==> config.mk <==
export PLATFORM = sky130hd
export DESIGN_NAME = bit_sample_timer_flat
export DESIGN_NICKNAME = d
export VERILOG_FILES = /design/src/rtl/bit_timer_pkg.sv /design/src/rtl/bit_sample_timer_if.sv /design/src/rtl/bit_sample_timer_mod_n_counter.sv /design/src/rtl/bit_sample_timer.sv /design/src/flat_wrapper.sv
export SDC_FILE = /design/constraint.sdc
export NUM_CORES = 1
export LEC_CHECK = 0
export CORE_MARGIN = 5
export CORE_UTILIZATION = 45
export DETAILED_ROUTE_END_ITERATION = 6
export MAX_ROUTING_LAYER = met4
export PLACE_DENSITY = 0.84
export SYNTH_ARGS = -nofsm -noshare
export SYNTH_HDL_FRONTEND = slang
export SYNTH_SLANG_ARGS = --single-unit
==> constraint.sdc <==
create_clock -name clk -period 4.1 [get_ports clk]
set_input_delay 1.23 -clock clk [delete_from_list [all_inputs] [get_ports clk]]
set_output_delay 1.23 -clock clk [all_outputs]
set_load 0.05 [all_outputs]
==> src/rtl/bit_timer_pkg.sv <==
// Shared types and default parameter values for the bit sample timer.
package bit_timer_pkg;

    typedef enum logic [1:0] {
        IDLE  = 2'd0,
        COUNT = 2'd1,
        DONE  = 2'd2
    } state_e;

    localparam int DEF_OSR           = 16;
    localparam int DEF_BITS_PER_CHAR = 10;
    localparam int DEF_SAMPLE_POINT  = 7;

endpackage

==> src/rtl/bit_sample_timer_if.sv <==
// Control/status bundle of the bit sample timer: the frame enable and the
// counters and pulses that report bit timing.
interface bit_sample_timer_if
#(
    parameter int OSR           = bit_timer_pkg::DEF_OSR,
    parameter int BITS_PER_CHAR = bit_timer_pkg::DEF_BITS_PER_CHAR
);
    import bit_timer_pkg::*;

    localparam int SCW = $clog2(OSR);
    localparam int BCW = $clog2(BITS_PER_CHAR + 1);

    logic           enable;
    logic [SCW-1:0] sample_cnt;
    logic [BCW-1:0] bit_cnt;
    logic           shift_strobe;
    logic           bit_done;
    logic           char_done;
    logic           busy;

    modport master (
        output enable,
        input  sample_cnt, bit_cnt, shift_strobe, bit_done, char_done, busy
    );

    modport slave (
        input  enable,
        output sample_cnt, bit_cnt, shift_strobe, bit_done, char_done, busy
    );

endinterface

==> src/rtl/bit_sample_timer_mod_n_counter.sv <==
// Modulo-N counter with synchronous clear; wrap_o flags the increment that
// rolls the count from N-1 back to 0.
module mod_n_counter
#(
    parameter int MODULUS = 2,
    parameter int WIDTH   = 1
)
(
    input  logic             clk,
    input  logic             rst,
    input  logic             clear_i,
    input  logic             inc_i,
    output logic [WIDTH-1:0] count_o,
    output logic             wrap_o
);

    if (MODULUS < 1) begin : g_bad_modulus
        $error("mod_n_counter: MODULUS must be at least 1");
    end
    if (WIDTH < 1 || (MODULUS - 1) >= (2 ** WIDTH)) begin : g_bad_width
        $error("mod_n_counter: WIDTH too small for MODULUS-1");
    end

    localparam logic [WIDTH-1:0] LAST = WIDTH'(MODULUS - 1);

    logic [WIDTH-1:0] count_q;
    logic [WIDTH-1:0] count_d;

    assign wrap_o  = inc_i && (count_q == LAST);
    assign count_o = count_q;

    always_comb begin
        count_d = count_q;
        if (clear_i) begin
            count_d = '0;
        end else if (inc_i) begin
            count_d = wrap_o ? '0 : count_q + WIDTH'(1);
        end
    end

    always_ff @(posedge clk) begin
        if (rst) begin
            count_q <= '0;
        end else begin
            count_q <= count_d;
        end
    end

endmodule

==> src/rtl/bit_sample_timer.sv <==
// Oversampled bit/character timer: counts OSR clocks per bit and
// BITS_PER_CHAR bits per character, emitting sample and completion pulses.
module bit_sample_timer
    import bit_timer_pkg::*;
#(
    parameter int OSR           = DEF_OSR,
    parameter int BITS_PER_CHAR = DEF_BITS_PER_CHAR,
    parameter int SAMPLE_POINT  = DEF_SAMPLE_POINT
)
(
    input  logic                 clk,
    input  logic                 rst,
    bit_sample_timer_if.slave    bus
);

    localparam int SCW = $clog2(OSR);
    localparam int BCW = $clog2(BITS_PER_CHAR + 1);

    if (OSR < 2 || OSR > 256) begin : g_bad_osr
        $error("bit_sample_timer: OSR must be in 2..256");
    end
    if (BITS_PER_CHAR < 1 || BITS_PER_CHAR > 32) begin : g_bad_bpc
        $error("bit_sample_timer: BITS_PER_CHAR must be in 1..32");
    end
    if (SAMPLE_POINT < 0 || SAMPLE_POINT > OSR - 1) begin : g_bad_sp
        $error("bit_sample_timer: SAMPLE_POINT must be in 0..OSR-1");
    end

    state_e         state_q;
    logic           busy_q;
    logic           counting;
    logic           runCount;
    logic [SCW-1:0] sampleCnt;
    logic [BCW-1:0] bitCnt;
    logic           sampleWrap;
    logic           bitWrap;
    logic           bitDone;

    assign counting = (state_q == COUNT);
    assign runCount = counting && bus.enable;

    // Counters are held at zero whenever the frame is not actively running,
    // so IDLE, DONE and an abort all leave them cleared.
    mod_n_counter #(.MODULUS(OSR), .WIDTH(SCW)) u_sample_counter (
        .clk     (clk),
        .rst     (rst),
        .clear_i (!runCount),
        .inc_i   (runCount),
        .count_o (sampleCnt),
        .wrap_o  (sampleWrap)
    );

    mod_n_counter #(.MODULUS(BITS_PER_CHAR), .WIDTH(BCW)) u_bit_counter (
        .clk     (clk),
        .rst     (rst),
        .clear_i (!runCount),
        .inc_i   (sampleWrap),
        .count_o (bitCnt),
        .wrap_o  (bitWrap)
    );

    always_ff @(posedge clk) begin
        if (rst) begin
            state_q <= IDLE;
            busy_q  <= 1'b0;
        end else begin
            case (state_q)
                IDLE: begin
                    if (bus.enable) begin
                        state_q <= COUNT;
                        busy_q  <= 1'b1;
                    end
                end
                COUNT: begin
                    if (!bus.enable || bitWrap) begin
                        state_q <= bus.enable ? DONE : IDLE;
                        busy_q  <= 1'b0;
                    end
                end
                DONE: begin
                    if (!bus.enable) begin
                        state_q <= IDLE;
                    end
                end
                default: begin
                    state_q <= IDLE;
                    busy_q  <= 1'b0;
                end
            endcase
        end
    end

    assign bitDone          = counting && (sampleCnt == SCW'(OSR - 1));
    assign bus.shift_strobe = counting && (sampleCnt == SCW'(SAMPLE_POINT));
    assign bus.bit_done     = bitDone;
    assign bus.char_done    = bitDone && (bitCnt == BCW'(BITS_PER_CHAR - 1));
    assign bus.busy         = busy_q;
    assign bus.sample_cnt   = sampleCnt;
    assign bus.bit_cnt      = bitCnt;

endmodule

==> src/flat_wrapper.sv <==
// flat-port wrapper written by rule: the top's interface ports become plain ports
module bit_sample_timer_flat import bit_timer_pkg::*;
#(
    parameter int OSR           = DEF_OSR,
    parameter int BITS_PER_CHAR = DEF_BITS_PER_CHAR,
    parameter int SAMPLE_POINT  = DEF_SAMPLE_POINT
)
  (clk, rst, bus_enable, bus_sample_cnt, bus_bit_cnt, bus_shift_strobe, bus_bit_done, bus_char_done, bus_busy);
  bit_sample_timer_if #(.OSR(OSR), .BITS_PER_CHAR(BITS_PER_CHAR)) bus_i ();
  input  logic clk;
  input  logic rst;
  input wire logic [$bits(bus_i.enable)-1:0] bus_enable;
  output wire logic [$bits(bus_i.sample_cnt)-1:0] bus_sample_cnt;
  output wire logic [$bits(bus_i.bit_cnt)-1:0] bus_bit_cnt;
  output wire logic [$bits(bus_i.shift_strobe)-1:0] bus_shift_strobe;
  output wire logic [$bits(bus_i.bit_done)-1:0] bus_bit_done;
  output wire logic [$bits(bus_i.char_done)-1:0] bus_char_done;
  output wire logic [$bits(bus_i.busy)-1:0] bus_busy;
  assign bus_i.enable = bus_enable;
  assign bus_sample_cnt = bus_i.sample_cnt;
  assign bus_bit_cnt = bus_i.bit_cnt;
  assign bus_shift_strobe = bus_i.shift_strobe;
  assign bus_bit_done = bus_i.bit_done;
  assign bus_char_done = bus_i.char_done;
  assign bus_busy = bus_i.busy;
  bit_sample_timer #(.OSR(OSR), .BITS_PER_CHAR(BITS_PER_CHAR), .SAMPLE_POINT(SAMPLE_POINT)) u_core (.clk(clk), .rst(rst), .bus(bus_i));
endmodule
; After elaboration in Yosys (flattened, before gate mapping)
; Cells that the tools add are included.
[op_classes]
n_reduce_logical = 13
n_addsub = 2
n_bitwise = 2
muxes = 9
n_eq_ne = 8
[ops]
columns = cell, count
row1 = $add 4x1->4 const B, 2
row2 = $eq 4x4->1 const B, 2
row3 = $mux 2, 4
row4 = $logic_and 1x1->1, 6
row5 = $ne 2x2->1 const B, 3
row6 = $pmux 2 s3, 1
row7 = $reduce_and 3->1, 2
row8 = $eq 4x3->1 const B, 1
row9 = $mux 4, 1
row10 = $pmux 1 s3, 1
row11 = $reduce_or 3->1, 1
row12 = $eq 2x1->1 const B, 1
row13 = $eq 2x2->1 const B, 1
row14 = $logic_not 2->1, 1
row15 = $mux 1, 2
row16 = $not 1->1, 2
row17 = $reduce_or 2->1, 1
row18 = $logic_not 1->1, 1
row19 = $logic_or 1x1->1, 1
[word_totals]
ff_bits = 11
inputBits = 3
wordCells = 38
output_inout_bits = 12

; Logic depth before layout (Yosys ltp)
[logic_depth]
word_depth = 7
mapped_depth = 5

; Modules after synthesis
; A second synthesis with hierarchy kept.
[unflattened]
hier_cells = 65
hier_area_um2 = 573.0
[by_module_without_submodules]
columns = mod, cells_per_inst, seq_area_each_um2, instances, area_each_um2
row1 = mod_n_counter at u_core.u_bit_counter, 23, 80.1, 1, 201.4
row2 = mod_n_counter at u_core.u_sample_counter, 21, 80.1, 1, 192.7
row3 = bit_sample_timer, 21, 60.1, 1, 178.9

; Worst setup path after synthesis
; Ideal clock, no wire load.
[synth_path]
path_kind = register -> output
startpoint = reg u_core.u_sample_counter.count_q[0], in the netlist u_core.u_sample_counter.count_o[0]
endpoint = out bus_char_done
path_stages_with_launch = 4
slack_ps = 146
arrival_time_ps = 2724
n_path_buf = 0
required_ps = 2870
cell_sequence = dfxtp_1 -> ha_1 -> nand3_2 -> nor4_1
[synth_between]
elab_chain_len = 3
[synth_rtl]
columns = element, line_no
row1 = "start, declared", bit_sample_timer_mod_n_counter.sv:26  ; logic [WIDTH-1:0] count_q;
row2 = "start signal, assigned", bit_sample_timer_mod_n_counter.sv:45  ; count_q <= count_d;
row3 = $eq 4x4->1, bit_sample_timer.sv:93  ; assign bitDone = counting && (sampleCnt == SCW'(OSR - 1));
row4 = $logic_and 1x1->1, bit_sample_timer.sv:93
row5 = $logic_and 1x1->1, bit_sample_timer.sv:96  ; assign bus.char_done = bitDone && (bitCnt == BCW'(BITS_PER_CHAR - 1));
row6 = "end, declared", flat_wrapper.sv:17  ; output wire logic [$bits(bus_i.char_done)-1:0] bus_char_done;
; Every way passes these cells.

; Final worst setup path
; Same ends and word-level chain as after synthesis.

==> results.md <==
* Outcome: complete, no violations
* Final setup TNS at 0 ns
* Count leader, synth: dfxtp_1
* Power Total at between 150 and 200 µW
* Syn avg cell area at between 9 and 10 µm²
* CTS tree: yes
* Synth cell types at 31
* Clk pwr share at 0.368
* Fmax at 0.285 GHz
* Fin. Hold Viols at 0
* #FFs+latches synth at 11
* Site Rows at 13
* Clock Pin Slew Worst Setup and Hold Paths at around 0.07 ns
* Comb pwr share at 0.077
* Root buffer cell: clkbuf_4
* Drt pass-1 iters at 4
* CTS Sinks at 11
* Layout Nets at 85
* Syn nets at 67
* Top cell type's share of synthesized area at 0.377
* Post-synthesis mux area share at 0
* Count of pins over their slew limit at 0
* Routed wire length at 1300 µm
* Post-placement cell count at 89
* Total CTS buffers at 3
* Fill count at roughly 110
* Skew-Pair Late Insertion Delay at roughly 0.26 ns
* Crit. End Element: output port
* Final Core Density at 0.598
* Post-Place Setup Slack at 0.866 ns
* List of most frequent post-synthesis cells: dfxtp_1, or4_1, a21oi_1
* Power Dens Cells at around 260 nW/µm²
* Starting Density at 0.461
* Largest net degree at the start of global routing at 12
* Main combinational cell family by area after synthesis: simple AND/OR/NAND/NOR gates
* Hold slack at between 0.4 and 0.5 ns
* Drc violations at 0
* Period utilisation layout at 0.855
* R2r startpoint: u_core.u_sample_counter.count_o[0]
* CP Max Fanout at 7
* Hold buffers post-CTS at 0
* Number of synthesized flops with an enable pin at 0
* Via count at roughly 530
* Diode count at 0
* Cell count of the worst reg-to-reg path at 4
* Worst Tran Pin Value at roughly 0.50 ns
* Worst-path cell chain: ha_1, nand3_2, nor4_1, clkdlybuf4s50_1
* CP max-delay cell: clkdlybuf4s50_1
* Synth Area in Simple Gates at 0.353
* Mapped Cells at between 60 and 70
* Max_slew headroom at 0.664
* Sw frac at 0.232
* Peak supply drop at 0.000143 V
* Final setup viols at 0
* All-Layer GR Usage at 0.140
* Psw at approximately 46 µW
* P_int at roughly 150 µW
* Synth async-reset ratio at 0
* GPL Wtd Cong at approximately 0.75
* Area contributors post-synth: dfxtp_1, ha_1, or4_1
* Multi-input logic area at around 340 µm²
* Layout cells sized above 1 at 0.0769
* Yosys warns at 0
* Worst Hold Class: flip-flop to flip-flop
* Initial antenna violation count at 0
* Vias per cell at ~5.7
* Critical Path RT at ~2.9 ns
* Post-DP HPWL at roughly 970 µm
* Setup Skew at about 0.0034 ns
* Leakage at 0.291 nW
* Hold EP: u_core.bus.busy
* Post-Syn Area at approximately 580 µm²
* Post-route ant nets at 0
* CTS max path bufs at 2
* Total die area at around 2100 µm²
* Post-CTS Resized at 0
* Max-cap viol count at 0
* Max H-tree Level at 1
* Hold Path Origin: u_core.bus.busy
* Critical Path Start Type: flip-flop
* Port bufs at 14
* Post-synthesis adder-cell area fraction at 0.0642
* Synth Area in XOR/XNOR at 0.0300
* Placed cell areas at around 730 µm²
* Reg2reg end: u_core.u_bit_counter.count_o[3]
* Min Tclk post-route at approximately 3.5 ns
* Ports at 15
* Die height at around 46 µm
* Vias in the first global route at 494
* Unrepaired setup endpoints after global routing: false
* Flop pwr share at 0.555
* Layout Area Growth over Synthesis at 29.8%
* Synth area leader: dfxtp_1
* Routed wire length per instance at approximately 14 µm
* Critical path type: flip-flop to output port
* Register area at around 220 µm²
* Compound-Gate Fraction of Synth Area at 0.137
* Crit-path max cell delay at approximately 0.85 ns
* Finished Layout Cells at just over 90
* Prevailing post-synth register cell: dfxtp_1
* Setup bufs post-CTS at 0
* Core ar. at 1270 µm²
* First-pass GRT wire length at 2100 µm
* Crit path DAT at 2.27 ns
* Grt ovf at 0
* Die width at ~46 µm
* Initial DRC count at 12
* Layout Cell Area excl Fill at roughly 760 µm²
* Flop2flop setup slack at between 2 and 2.5 ns
* Slack of the critical path at approximately 0.6 ns
* Worst hold path depth at 2
* Sequential-to-total area share from yosys stat at 0.377
-- logic make-up (layout without fill, tap and decap cells) --
family                     count (synthesis)  after routing
and+or+nand+nor                           28             28
AOI/OAI and AO/OA                         13             13
DFF                                       11             11
buffers and inverters                      4             21
adders and majority gates                  3              3
xor gates and xnor gates                   2              2
-- registers in the layout (all words and copies together), names as in the netlist --
name	count
u_core.bus.busy	1
u_core.u_sample_counter.count_o	4
u_core.state_q	2
u_core.u_bit_counter.count_o	4
-- per-layer routing --
metal | vias to the layer above | global-route usage | share of wire
met5 | - | - | 0
met2 | 14 | 0.228 | 0.51
met4 | 0 | 0.0511 | 0
li1 | 270 | - | -
met3 | 0 | 0.0237 | 0.055
met1 | 250 | 0.171 | 0.43
-- power by group through the flow --
| stage | logic [mW] | registers (mW) | clock network (mW) |
|---|---|---|---|
| floorplan | 0.00527 | 0.116 | 0 |
| global placement | 0.0150 | 0.113 | 0 |
| detailed placement | 0.0154 | 0.113 | 0 |
| CTS | 0.0154 | 0.110 | 0.0750 |
| global route | 0.0162 | 0.111 | 0.0803 |
| finish | 0.0153 | 0.110 | 0.0730 |
-- placed cells by master (no fill, tap or decap), drive strengths merged, types with 2 or more instances in the layout --
master / instances
nand2: 3
dfxtp: 11
a21oi: 4
ha: 3
inv: 3
nor3: 3
nand3: 2
or4: 5
nor2: 2
xnor2: 2
nand4b: 2
o21ai: 3
clkdlybuf4s50: 14
nor4: 2
clkbuf: 4
-- how the worst max path moves through the flow --
| stage | start | endpoint | slack (ns) | cells after the start |
|---|---|---|---|---|
| 2_1_floorplan | u_core.u_sample_counter.count_o[0] | bus_char_done | 0.15 | 3 |
| 3_3_place_gp | u_core.u_sample_counter.count_o[0] | bus_char_done | 0.96 | 4 |
| 3_5_place_dp | u_core.u_sample_counter.count_o[0] | bus_char_done | 0.87 | 4 |
| 4_1_cts | u_core.u_sample_counter.count_o[0] | bus_char_done | 0.57 | 4 |
| 5_1_grt | u_core.u_sample_counter.count_o[0] | bus_char_done | 0.41 | 4 |
| 6_report | u_core.u_sample_counter.count_o[0] | bus_char_done | 0.60 | 4 |
-- final cells by class --
| type | instances | share of cell area |
|---|---|---|
| flip-flops and latches | 11 | 0.290 |
| inverters | 3 | 0.0149 |
| multi-input cells | 46 | 0.450 |
| repair buffers | 14 | 0.185 |
| well taps | 15 | 0.0248 |
| clock buffers | 4 | 0.0347 |
-- worst max-delay path: cells and delay by family (launching register included) --
kind | cells | cell delay, ns
buffers and inverters | 1 | 0.85
and+or+nand+nor | 2 | 0.44
adders and majority gates | 1 | 0.32
DFF | 1 | 0.40
No activity file was read; power rests on OpenSTA's default activity.
